## config.mk

```make
export PLATFORM = sky130hd
export DESIGN_NAME = dmac_tcdm_buffer
export DESIGN_NICKNAME = d
export VERILOG_FILES = /design/src/rtl/dmac_pkg.sv /design/src/rtl/fifo_v3.sv /design/src/rtl/dmac_tcdm_buffer.sv
export SDC_FILE = /design/constraint.sdc
export NUM_CORES = 1
export LEC_CHECK = 0
export BUFFER_PORTS_ARGS = -buffer_cell sky130_fd_sc_hd__buf_2
export CAP_MARGIN = 20
export CORE_UTILIZATION = 30
export CTS_CLUSTER_SIZE = 16
export DETAILED_ROUTE_END_ITERATION = 8
export HOLD_SLACK_MARGIN = 0.06
export SLEW_MARGIN = 20
export SYNTH_ARGS = -nofsm -noshare
export SYNTH_HDL_FRONTEND = slang
export SYNTH_HIERARCHICAL = 1
export SYNTH_SLANG_ARGS = --single-unit
```

## constraint.sdc

```tcl
create_clock -name clk_i -period 4.8 [get_ports clk_i]
set_input_delay 0.72 -clock clk_i [delete_from_list [all_inputs] [get_ports clk_i]]
set_output_delay 0.72 -clock clk_i [all_outputs]
set_load 0.05 [all_outputs]
```

## src/rtl/dmac_pkg.sv

```systemverilog
// Shared TCDM request record used by the DMA-side request buffer.
// The record is packed {add, wen, be, data}, with add in the MSBs.
package dmac_pkg;

  localparam int unsigned TCDM_ADDR_WIDTH = 32;
  localparam int unsigned TCDM_DATA_WIDTH = 32;
  localparam int unsigned TCDM_BE_WIDTH   = TCDM_DATA_WIDTH / 8;

  typedef struct packed {
    logic [TCDM_ADDR_WIDTH-1:0] add;
    logic                       wen;
    logic [TCDM_BE_WIDTH-1:0]   be;
    logic [TCDM_DATA_WIDTH-1:0] data;
  } tcdm_req_t;

  localparam int unsigned TCDM_REQ_WIDTH = $bits(tcdm_req_t);

  // Flat record width for non-default address/byte-enable/data widths.
  function automatic int unsigned req_width(input int unsigned aw, input int unsigned bw,
                                            input int unsigned dw);
    return aw + 1 + bw + dw;
  endfunction

endpackage

```

## src/rtl/fifo_v3.sv

```systemverilog
// Small synchronous FIFO with an asynchronous-read head; FALL_THROUGH=1 lets
// an empty FIFO forward its input combinationally. DEPTH must be a power of 2.
module fifo_v3 #(
  parameter bit          FALL_THROUGH = 1'b0,
  parameter int unsigned DATA_WIDTH   = 32,
  parameter int unsigned DEPTH        = 8,
  parameter int unsigned ADDR_DEPTH   = (DEPTH > 1) ? $clog2(DEPTH) : 1
) (
  input  logic                  clk_i,
  input  logic                  rst_ni,
  input  logic                  flush_i,
  output logic                  full_o,
  output logic                  empty_o,
  input  logic [DATA_WIDTH-1:0] data_i,
  input  logic                  push_i,
  output logic [DATA_WIDTH-1:0] data_o,
  input  logic                  pop_i
);

  typedef logic [ADDR_DEPTH-1:0] ptr_t;
  localparam ptr_t LAST = ptr_t'(DEPTH - 1);

  ptr_t                  rd_ptr_reg, rd_ptr_next, wr_ptr_reg, wr_ptr_next;
  logic [ADDR_DEPTH:0]   cnt_reg, cnt_next;
  logic [DATA_WIDTH-1:0] mem [DEPTH];
  logic                  is_empty, push_ok, pop_ok, pass_through;

  assign is_empty     = (cnt_reg == '0);
  assign full_o       = (cnt_reg == (ADDR_DEPTH+1)'(DEPTH));
  assign empty_o      = is_empty & ~(FALL_THROUGH & push_i);
  assign data_o       = (FALL_THROUGH && is_empty) ? data_i : mem[rd_ptr_reg];
  assign push_ok      = push_i & ~full_o;
  assign pop_ok       = pop_i & ~empty_o;
  // A word forwarded straight through an empty FIFO never touches storage.
  assign pass_through = FALL_THROUGH & is_empty & push_ok & pop_ok;

  always_comb begin
    rd_ptr_next = rd_ptr_reg;
    wr_ptr_next = wr_ptr_reg;
    cnt_next    = cnt_reg;
    if (push_ok && !pass_through)
      wr_ptr_next = (wr_ptr_reg == LAST) ? '0 : wr_ptr_reg + 1'b1;
    if (pop_ok && !pass_through)
      rd_ptr_next = (rd_ptr_reg == LAST) ? '0 : rd_ptr_reg + 1'b1;
    if (push_ok && !pop_ok)
      cnt_next = cnt_reg + 1'b1;
    else if (pop_ok && !push_ok)
      cnt_next = cnt_reg - 1'b1;
    if (flush_i) begin
      rd_ptr_next = '0;
      wr_ptr_next = '0;
      cnt_next    = '0;
    end
  end

  always_ff @(posedge clk_i) begin
    if (!rst_ni) begin
      rd_ptr_reg <= '0;
      wr_ptr_reg <= '0;
      cnt_reg    <= '0;
    end else begin
      rd_ptr_reg <= rd_ptr_next;
      wr_ptr_reg <= wr_ptr_next;
      cnt_reg    <= cnt_next;
    end
  end

  always_ff @(posedge clk_i) begin
    if (push_ok && !pass_through)
      mem[wr_ptr_reg] <= data_i;
  end

endmodule

```

## src/rtl/dmac_tcdm_buffer.sv

```systemverilog
// Decouples one DMA TCDM port from the interconnect: registered request FIFO
// plus an outstanding-read limiter; read responses pass straight through.
module dmac_tcdm_buffer
  import dmac_pkg::*;
#(
  parameter int unsigned ADDR_WIDTH      = 32,
  parameter int unsigned DATA_WIDTH      = 32,
  parameter int unsigned BE_WIDTH        = DATA_WIDTH / 8,
  parameter int unsigned DEPTH           = 2,
  parameter int unsigned MAX_OUTSTANDING = 8
) (
  input  logic                  clk_i,
  input  logic                  rst_ni,
  input  logic                  in_req_i,
  input  logic [ADDR_WIDTH-1:0] in_add_i,
  input  logic                  in_wen_i,
  input  logic [BE_WIDTH-1:0]   in_be_i,
  input  logic [DATA_WIDTH-1:0] in_data_i,
  output logic                  in_gnt_o,
  output logic                  in_r_valid_o,
  output logic [DATA_WIDTH-1:0] in_r_data_o,
  output logic                  out_req_o,
  output logic [ADDR_WIDTH-1:0] out_add_o,
  output logic                  out_wen_o,
  output logic [BE_WIDTH-1:0]   out_be_o,
  output logic [DATA_WIDTH-1:0] out_data_o,
  input  logic                  out_gnt_i,
  input  logic                  out_r_valid_i,
  input  logic [DATA_WIDTH-1:0] out_r_data_i,
  output logic                  busy_o
);

  localparam int unsigned REQ_W = req_width(ADDR_WIDTH, BE_WIDTH, DATA_WIDTH);
  localparam int unsigned CNT_W = $clog2(MAX_OUTSTANDING + 1);

  logic [REQ_W-1:0] push_rec, head_rec;
  logic             fifo_full, fifo_empty, push, pop, read_pop, rsp_dec, at_limit;
  logic [CNT_W-1:0] outcnt_reg, outcnt_next;

  assign push_rec = {in_add_i, in_wen_i, in_be_i, in_data_i};
  assign {out_add_o, out_wen_o, out_be_o, out_data_o} = head_rec;

  // Grant depends only on registered occupancy, never on this cycle's pop.
  assign in_gnt_o = ~fifo_full;
  assign push     = in_req_i & in_gnt_o;

  assign at_limit  = out_wen_o & (outcnt_reg == CNT_W'(MAX_OUTSTANDING));
  assign out_req_o = ~fifo_empty & ~at_limit;
  assign pop       = out_req_o & out_gnt_i;
  assign read_pop  = pop & out_wen_o;

  fifo_v3 #(
    .FALL_THROUGH (1'b0),
    .DATA_WIDTH   (REQ_W),
    .DEPTH        (DEPTH)
  ) i_req_fifo (
    .clk_i   (clk_i),
    .rst_ni  (rst_ni),
    .flush_i (1'b0),
    .full_o  (fifo_full),
    .empty_o (fifo_empty),
    .data_i  (push_rec),
    .push_i  (push),
    .data_o  (head_rec),
    .pop_i   (pop)
  );

  // A response with nothing outstanding is ignored so the count cannot wrap.
  assign rsp_dec = out_r_valid_i & (outcnt_reg != '0);

  always_comb begin
    outcnt_next = outcnt_reg;
    if (read_pop && !rsp_dec)
      outcnt_next = outcnt_reg + 1'b1;
    else if (!read_pop && rsp_dec)
      outcnt_next = outcnt_reg - 1'b1;
  end

  always_ff @(posedge clk_i) begin
    if (!rst_ni)
      outcnt_reg <= '0;
    else
      outcnt_reg <= outcnt_next;
  end

  assign in_r_valid_o = out_r_valid_i;
  assign in_r_data_o  = out_r_data_i;
  assign busy_o       = ~fifo_empty | (outcnt_reg != '0);

  a_no_spurious_rsp : assert property (@(posedge clk_i) disable iff (!rst_ni)
    out_r_valid_i |-> (outcnt_reg != '0));

endmodule

```

# Yosys cells after proc, flatten, opt, wreduce, memory -nomap -nowiden
# Memory sizes are Yosys's and may differ from the RTL's. A register that Yosys moved wholly into a read port is not among the register bits.
# Cells that the tools add are included.
# op_classes
add_sub_neg	6
n_eq_ne	2
mux	10
bitwise	12
n_reduce_logical	12
# op_table
op	count
bitwise AND 1 bit	8
two-way mux 4 bit	2
two-way mux 1 bit	6
adder 4 x 1 -> 4 bit, second input constant	1
equality test 4 bit, second input constant	1
logical AND 1 bit	4
zero test 1 bit	4
two-way mux 2 bit	2
nonzero test 2 bit	2
nonzero test 4 bit	1
subtractor 4 x 1 -> 4 bit, second input constant	1
inverter 1 bit	3
adder 1 bit, second input constant	2
adder 2 x 1 -> 2 bit, second input constant	1
equality test 2 bit, second input constant	1
zero test 2 bit	1
subtractor 2 x 1 -> 2 bit, second input constant	1
bitwise OR 1 bit	1
# word_totals
register_bits	8
ram_bits	138
input_bits	106
output_inout_bits	105
wordCells	47
n_memories	1
# memory_table
name	depth	word_bits	rd	rd_clocked_by_memory_dff	write_ports	line	source
i_req_fifo.mem	2	69	1	1	1	fifo_v3.sv:25	logic [DATA_WIDTH-1:0] mem [DEPTH];

# Depth between registers and ports, before layout
# Gate-level depths: netlist of run 1.
# depth
ltp_word	10
mapped_depth	13
ltp_nobuf	10

# By module
# Netlist of run 1, hierarchy kept.
# modules_own_cells
module	n_inst	cells_per_inst	area_per_inst_um2
fifo_v3	1	241	5241.3
dmac_tcdm_buffer	1	68	559.3

# Least setup slack after synthesis of run 1
# Ideal clock, no wire load.
# synth_path
path_type	reg-to-reg
from	reg with a tool-made name
to	reg outcnt_reg[3]
setup_ns	0.072
arrival_ns	3.499
path_slack_ns	1.229
path_stages_with_launch	14
n_path_buf	3
period_less_slack_ns	3.571
path_cell_list	dfxtp_1 buf_6 buf_6 buf_6 mux2_4 a31oi_1 and3_1 ha_1 inv_1 ha_1 a21oi_2 a211oi_2 a31oi_1 mux2i_1
# synth_lines
item	line	source
end signal, assigned	dmac_tcdm_buffer.sv:83	outcnt_reg <= outcnt_next;
end, declared	dmac_tcdm_buffer.sv:38	logic [CNT_W-1:0] outcnt_reg, outcnt_next;

==> results of run 1 <==
power breakdown:
part | switching (mW) | internal, mW
logic | 0.362 | 0.169
registers | 0.0370 | 1.50
clock network | 0.479 | 0.756
total | 0.878 | 2.42
critical path, cell delays in order (launching register included):
cell and delay, ns:
sky130_fd_sc_hd__dfxtp_4 0.34, sky130_fd_sc_hd__buf_4 0.69, sky130_fd_sc_hd__mux2_2 0.43, sky130_fd_sc_hd__buf_2 0.21
cells in the final DEF (no fill, tap or decap), drive strengths merged:
| master | n |
|---|---|
| bufinv | 2 |
| or3 | 2 |
| conb | 1 |
| xnor2 | 2 |
| a21oi | 3 |
| fa | 1 |
| nor2 | 6 |
| nor3 | 1 |
| nand2 | 2 |
| nand3 | 1 |
| buf | 148 |
| dfxtp | 9 |
| clkinvlp | 2 |
| and3 | 1 |
| clkinv | 6 |
| nand2b | 2 |
| o21ai | 4 |
| diode | 2 |
| nand3b | 1 |
| nor2b | 3 |
| a31oi | 2 |
| mux2 | 69 |
| inv | 4 |
| mux2i | 2 |
| a211oi | 1 |
| and2 | 4 |
| xor2 | 3 |
| edfxtp | 138 |
| o41ai | 1 |
| clkbuf | 20 |
| ha | 4 |
metrics by stage:
| stage | area [um2] | total power, mW |
|---|---|---|
| finish | 7121 | 3.301 |
| detailed placement | 6568 | 2.100 |
| global placement | 6568 | 2.083 |
| floorplan | 5801 | 2.036 |
| CTS | 7116 | 3.353 |
| global route | 7121 | 3.434 |
area by class of cell:
class                   count  area share [%]
diodes                      2         0.07029
flip-flops and latches    147           60.78
inverters                   4          0.2284
well taps                 260           4.569
clock buffers              20           6.132
multi-input cells         116           16.18
clock inverters            10           1.564
repair buffers            148           10.47
metal layers:
layer  vias up  part of all wire, %  global-route usage (%)
met5         -                 0.16                       0
li1       1380                    -                       -
met2        96                   51                   19.48
met3        39                  7.2                   4.688
met4         2                  3.9                   7.723
met1      1418                   38                   11.68
path summary, 6_finish.rpt:
path	startpoint	to	cells past startpoint
hold reg to reg	i_req_fifo/wr_ptr_reg	i_req_fifo/wr_ptr_reg	2
setup reg to reg	i_req_fifo/cnt_reg[1]	i_req_fifo/mem[0][23]	6
setup / recovery	register	out_data_o[6]	3
hold / removal	in_add_i[25]	i_req_fifo/mem[1][62]	1
cells by family after synthesis:
logic type,after synthesis,share of synthesized area (%)
compound gates,11,1.251
buf+inv,46,5.630
other cells,1,0.06465
flops,147,74.55
mux,71,14.39
xor+xnor,5,0.7551
simple gates,23,2.157
fa+ha+maj,5,1.208
==> impl_summary.txt, run 1 <==
----------------------------------------------------
[GRT]
  GR Util All Layers ... ~12%
  First-pass GRT wire length ... 16930 um
  Total gr overflow ... 0
  Number of global-route vias before repair ... between 3k and 4k
  Maximum number of pins on one net before global-route repair ... 70
  Antenna violations before repair ... 3

[Logic synthesis]
  Cell type with the largest total area after synthesis ... sky130_fd_sc_hd__edfxtp_1
  Post-synth cell types ... 32
  Cells after Synth ... 309
  Number of synthesized flops with an enable pin ... around 140
  Primary flip-flop cell chosen by synthesis mapping ... sky130_fd_sc_hd__edfxtp_1
  Commonest cells in the netlist ... sky130_fd_sc_hd__edfxtp_1, sky130_fd_sc_hd__mux2_2, sky130_fd_sc_hd__buf_4
  Mean Syn Cell Area ... 18.77 um2
  Sequential-to-total area share from yosys stat ... 74.55%
  Main area contributors after synthesis ... sky130_fd_sc_hd__edfxtp_1, sky130_fd_sc_hd__mux2_2, sky130_fd_sc_hd__buf_4
  Asr flop ratio synth ... 0%
  Post-Syn Nets ... 420
  Portion of synthesized cell area occupied by the leading cell type ... 71.44%
  Cell area after synthesis ... around 5800 um2
  Yosys reg bits ... roughly 150
  Number of warnings printed during yosys synthesis ... 6
  Most common cell in the netlist ... sky130_fd_sc_hd__edfxtp_1

[STA]
  Worst Hold Margin ... 0.4922 ns
  Post-layout minimum cycle time ... a little under 3 ns
  Part of the cycle the worst path needs ... between 60% and 70%
  Final count of pins violating max slew ... 0
  Smallest setup slack after layout ... 1.895 ns
  Total setup violations reported at the end of the flow ... 0
  Summed negative setup slack over all endpoints ... 0 ns
  Fin. Hold Viols ... 0
  Worst slew margin ... 31.89%
  Worst clock skew ... 0.01708 ns
  Worst-Margin Slew ... between 1 and 1.5 ns
  Fmax ... 344.2 MHz
  Setup repair after global routing missed its margin ... false

[Route]
  Routed wire length per instance ... around 15 um
  Routed Wire Length ... approximately 11000 um
  Post-route DRC violation count ... 0
  Count of routing violations after the opening detailed-route iteration ... 86
  Detail Route Antenna Nets ... 0
  Number of vias per cell after detailed routing ... 4.151
  First-pass iteration count of the detailed router ... 4
  Via count ... approximately 3k

[Setup path]
  Crit Path Max Fanout ... 68
  Worst Path Required ... 4.08 ns
  Kind of launch point of the worst setup path ... register
  Data arrival time of the worst path ... between 2 and 2.5 ns
  CP Class ... reg2out
  Crit end category ... output port
  Setup slack of the most critical reg-to-reg path ... 2.25 ns

[Final layout]
  Max reg flops ... 138
  Multi-input gate area in the final layout ... between 1000 and 1500 um2
  Reg area ... around 4300 um2
  Synth-to-layout area growth ... 22.76%
  Share of layout cells above drive strength 1 ... 55.96%
  Count of non-filler cells in the finished layout ... 707
  Final-stage net count ... ~550
  Number of filler cells placed in the layout ... roughly 1.8k
  Final standard cell utilization of the core ... about 38%

[Clock tree]
  Maximum buffer depth of the clock tree ... 2
  Clock transition at the register clock pins on the worst setup and hold paths after CTS ... 0.06 ns
  TritonCTS buffer count ... 17
  Hold-fix buffer count after cts ... 0
  Post CTS Setup Buffer Count ... 0
  CTS tree ... built
  Level count of the clock H-tree ... 4
  Clock latency on the worst-skew pair ... about 0.41 ns
  Post-cts resize count ... 0
  CTS Sinks ... 147
  Clock Tree Root ... sky130_fd_sc_hd__clkbuf_16

[Die]
  I/O Pins ... 211
  Horizontal die dimension ... approximately 140 um
  Number of rows created at floorplan ... 50
  Core Box Area ... 18830 um2
  Total die area ... 19900 um2
  Starting density of the core ... 30.80%
  DIE HEIGHT ... 141.1 um

[Outcome]
  Outcome ... finished, final reports clean

[Power]
  Static leakage power ... 2.638 nW
  Maximum resistive drop on vdd ... 0.2212 mV
  Power Dens Cells ... 463.5 nW/um2

[Placement]
  Total of buffers placed on input and output ports ... around 150
  Worst-case setup slack after placement ... slightly below 2 ns
  Number of placed cells counting well taps ... 675
  HPWL after detailed placement ... slightly below 7000 um
  Last weighted congestion value of the routability-driven placer ... 0.6849

[Job]
  Maximum capacitance violations ... 0

[Worst hold path]
  Class of the most critical hold timing path ... in2reg

----------------------------------------------------
Note: power is estimated with default switching activity, not from simulation.
==> inputs of run 2 (changes only) <==
==> constraint.sdc (replaced) <==
create_clock -name clk_i -period 2.5 [get_ports clk_i]
set_input_delay 0.375 -clock clk_i [delete_from_list [all_inputs] [get_ports clk_i]]
set_output_delay 0.375 -clock clk_i [all_outputs]
set_load 0.05 [all_outputs]
==> run 2 against run 1 <==
  * Power rose by 97%
  * Via count rose by 0.44%
  * Critical path type is now reg2reg
  * Die area did not move
  * Sequential power rose by 92%
  * Critical endpoint is now outcnt_reg[3]
  * Clock skew fell by 0.011 ns
  * Combinational power rose by 100%
  * Cell area rose by 1.7%
  * First-iteration DRC count rose by 12%
  * Non-clock buffer count rose by 1
  * Sequential share of layout area fell by 1.0 points
  * Clock power rose by 100%
==> impl_summary.txt, run 2 (same netlist as run 1, synthesis figures left out) <==
----------------------------------------------------
[Worst hold path]
  Hold endpoint ... i_req_fifo/mem[0][50]
  Count of cells along the worst hold path ... 1
  Class of the most critical hold timing path ... in2reg
  HP Start ... in_add_i[13]

[GRT]
  First-pass GRT wire length ... 16340 um
  Maximum number of pins on one net before global-route repair ... 70
  Antenna violations before repair ... 0
  GR Util All Layers ... 11.07%
  Number of global-route vias before repair ... 3211
  Total gr overflow ... 0

[Placement]
  HPWL after detailed placement ... 6577 um
  Last weighted congestion value of the routability-driven placer ... approximately 0.7
  Cell Area, Placed ... ~6600 um2
  Total of buffers placed on input and output ports ... 146
  Number of placed cells counting well taps ... 676
  Worst-case setup slack after placement ... 0.1241 ns

[Clock tree]
  Clock transition at the register clock pins on the worst setup and hold paths after CTS ... ~0.070 ns
  CTS tree ... built
  Clock latency on the worst-skew pair ... ~0.41 ns
  TritonCTS buffer count ... 17
  Clock Tree Root ... sky130_fd_sc_hd__clkbuf_16
  Maximum buffer depth of the clock tree ... 2
  Hold-fix buffer count after cts ... 0
  CTS Sinks ... 147
  Level count of the clock H-tree ... 4

[Job]
  Maximum capacitance violations ... 0

[Setup path]
  Data arrival time of the worst path ... 2.62 ns
  CP Class ... reg2reg
  Worst-case reg-to-reg path depth ... 10
  Setup slack of the most critical reg-to-reg path ... 0.21 ns
  Endpoint of the worst register-to-register path ... outcnt_reg[3]
  Kind of launch point of the worst setup path ... register
  Crit end category ... register
  Crit Path Max Fanout ... 4
  R2r startpoint ... outcnt_reg[2]
  Worst Path Required ... 2.83 ns

[Route]
  First-pass iteration count of the detailed router ... 4
  Routed wire length per instance ... 14.85 um
  Number of vias per cell after detailed routing ... 4.158
  Count of routing violations after the opening detailed-route iteration ... 96
  Via count ... ~3k
  Detail Route Antenna Nets ... 0
  Post-route DRC violation count ... 0
  Routed Wire Length ... 10530 um

[Final layout]
  Max reg flops ... ~140
  Final-stage net count ... about 550
  Most common cell after layout, fill and taps aside ... sky130_fd_sc_hd__buf_2
  Count of non-filler cells in the finished layout ... 709
  Synth-to-layout area growth ... 24.81%
  Share of layout cells above drive strength 1 ... 58.48%
  Commonest non-fill, non-tap cells in the layout ... sky130_fd_sc_hd__buf_2, sky130_fd_sc_hd__edfxtp_1, sky130_fd_sc_hd__mux2_2
  Final instance area ... 7239 um2

[STA]
  Fmax ... 436.9 MHz
  Part of the cycle the worst path needs ... 91.55%
  Worst clock skew ... 0.005812 ns
  Fin. Hold Viols ... 0
  Setup repair after global routing missed its margin ... false
  Summed negative setup slack over all endpoints ... 0 ns
  Post-layout minimum cycle time ... roughly 2.3 ns
  Smallest setup slack after layout ... 0.2113 ns
  Final count of pins violating max slew ... 0
  Total setup violations reported at the end of the flow ... 0

[Die]
  Number of rows created at floorplan ... 50
  Horizontal die dimension ... 141.1 um
  Core Box Area ... approximately 19000 um2
  I/O Pins ... 211
  Total die area ... 19900 um2
  Starting density of the core ... 30.80%
  DIE HEIGHT ... 141.1 um

[Power]
  Static leakage power ... roughly 2.7 nW
  Maximum resistive drop on vdd ... 0.4479 mV
  Power Dens Cells ... 896.2 nW/um2
  Total power after layout ... 6.488 mW

[Outcome]
  Outcome ... finished, final reports clean

----------------------------------------------------
==> run 2: cell types whose count changed in the layout (fill, tap and decap cells not counted), sizes merged <==
| cell | before | now |
|---|---|---|
| bufinv | 2 | 0 |
| inv | 4 | 13 |
| diode | 2 | 1 |
| clkbuf | 20 | 17 |
| buf | 148 | 149 |
| clkinv | 6 | 4 |
==> run 2: through the flow <==
stage | utilization [%] | hold WS, ns
3_3_place_gp | 35.31 | 0.4800
2_1_floorplan | - | 0.4581
4_1_cts | 38.41 | 0.1173
3_5_place_dp | 35.31 | 0.4824
5_1_grt | 38.43 | 0.1136
6_report | 38.45 | 0.1476
==> run 2: final cells by class <==
type,count,area [um2]
Sequential cell,147,4328
Clock buffer,17,425.4
Multi-Input combinational cell,116,1191
Antenna cell,1,2.502
Inverter,4,18.77
Timing Repair Buffer,149,790.8
Fill cell,1727,11590
Tap cell,260,325.3
Clock inverter,15,157.7
==> run 2: worst max path at each step <==
stage | startpoint | end | slack [ns] | cells after the start
3_3_place_gp | outcnt_reg[2] | outcnt_reg[3] | 0.25 | 10
2_1_floorplan | register | outcnt_reg[3] | -0.31 | 13
3_5_place_dp | outcnt_reg[2] | outcnt_reg[3] | 0.12 | 10
4_1_cts | outcnt_reg[2] | outcnt_reg[3] | 0.08 | 10
5_1_grt | outcnt_reg[2] | outcnt_reg[3] | 0.09 | 10
6_report | outcnt_reg[2] | outcnt_reg[3] | 0.21 | 10
==> run 2: what timing repair did <==
item	CTS	global route
setup endpoints to repair	0	1
resized for setup	0	1
buffers inserted	0	0
==> run 2: layer usage <==
metal	GRT usage, %	vias up	routed length, um
li1	-	1395	-
met1	11.74	1407	4326
met2	17.96	108	5037
met3	4.993	38	750
met4	7.037	0	417
met5	0	-	0
==> run 2: power breakdown <==
| group | switching, mW | internal (mW) |
|---|---|---|
| Sequential | 0.0838 | 2.87 |
| Clock | 1.12 | 1.34 |
| Combinational | 0.723 | 0.354 |
==> run 2: critical path: stages, from the launching register on <==
cell                       delay, ns
sky130_fd_sc_hd__dfxtp_1        0.38
sky130_fd_sc_hd__nor3_2         0.31
sky130_fd_sc_hd__a31oi_4        0.12
sky130_fd_sc_hd__and3_1         0.18
sky130_fd_sc_hd__ha_2           0.19
sky130_fd_sc_hd__inv_2          0.11
sky130_fd_sc_hd__ha_4           0.23
sky130_fd_sc_hd__a21oi_2        0.17
sky130_fd_sc_hd__a211oi_2       0.09
sky130_fd_sc_hd__a31oi_1        0.21
sky130_fd_sc_hd__mux2i_1        0.22
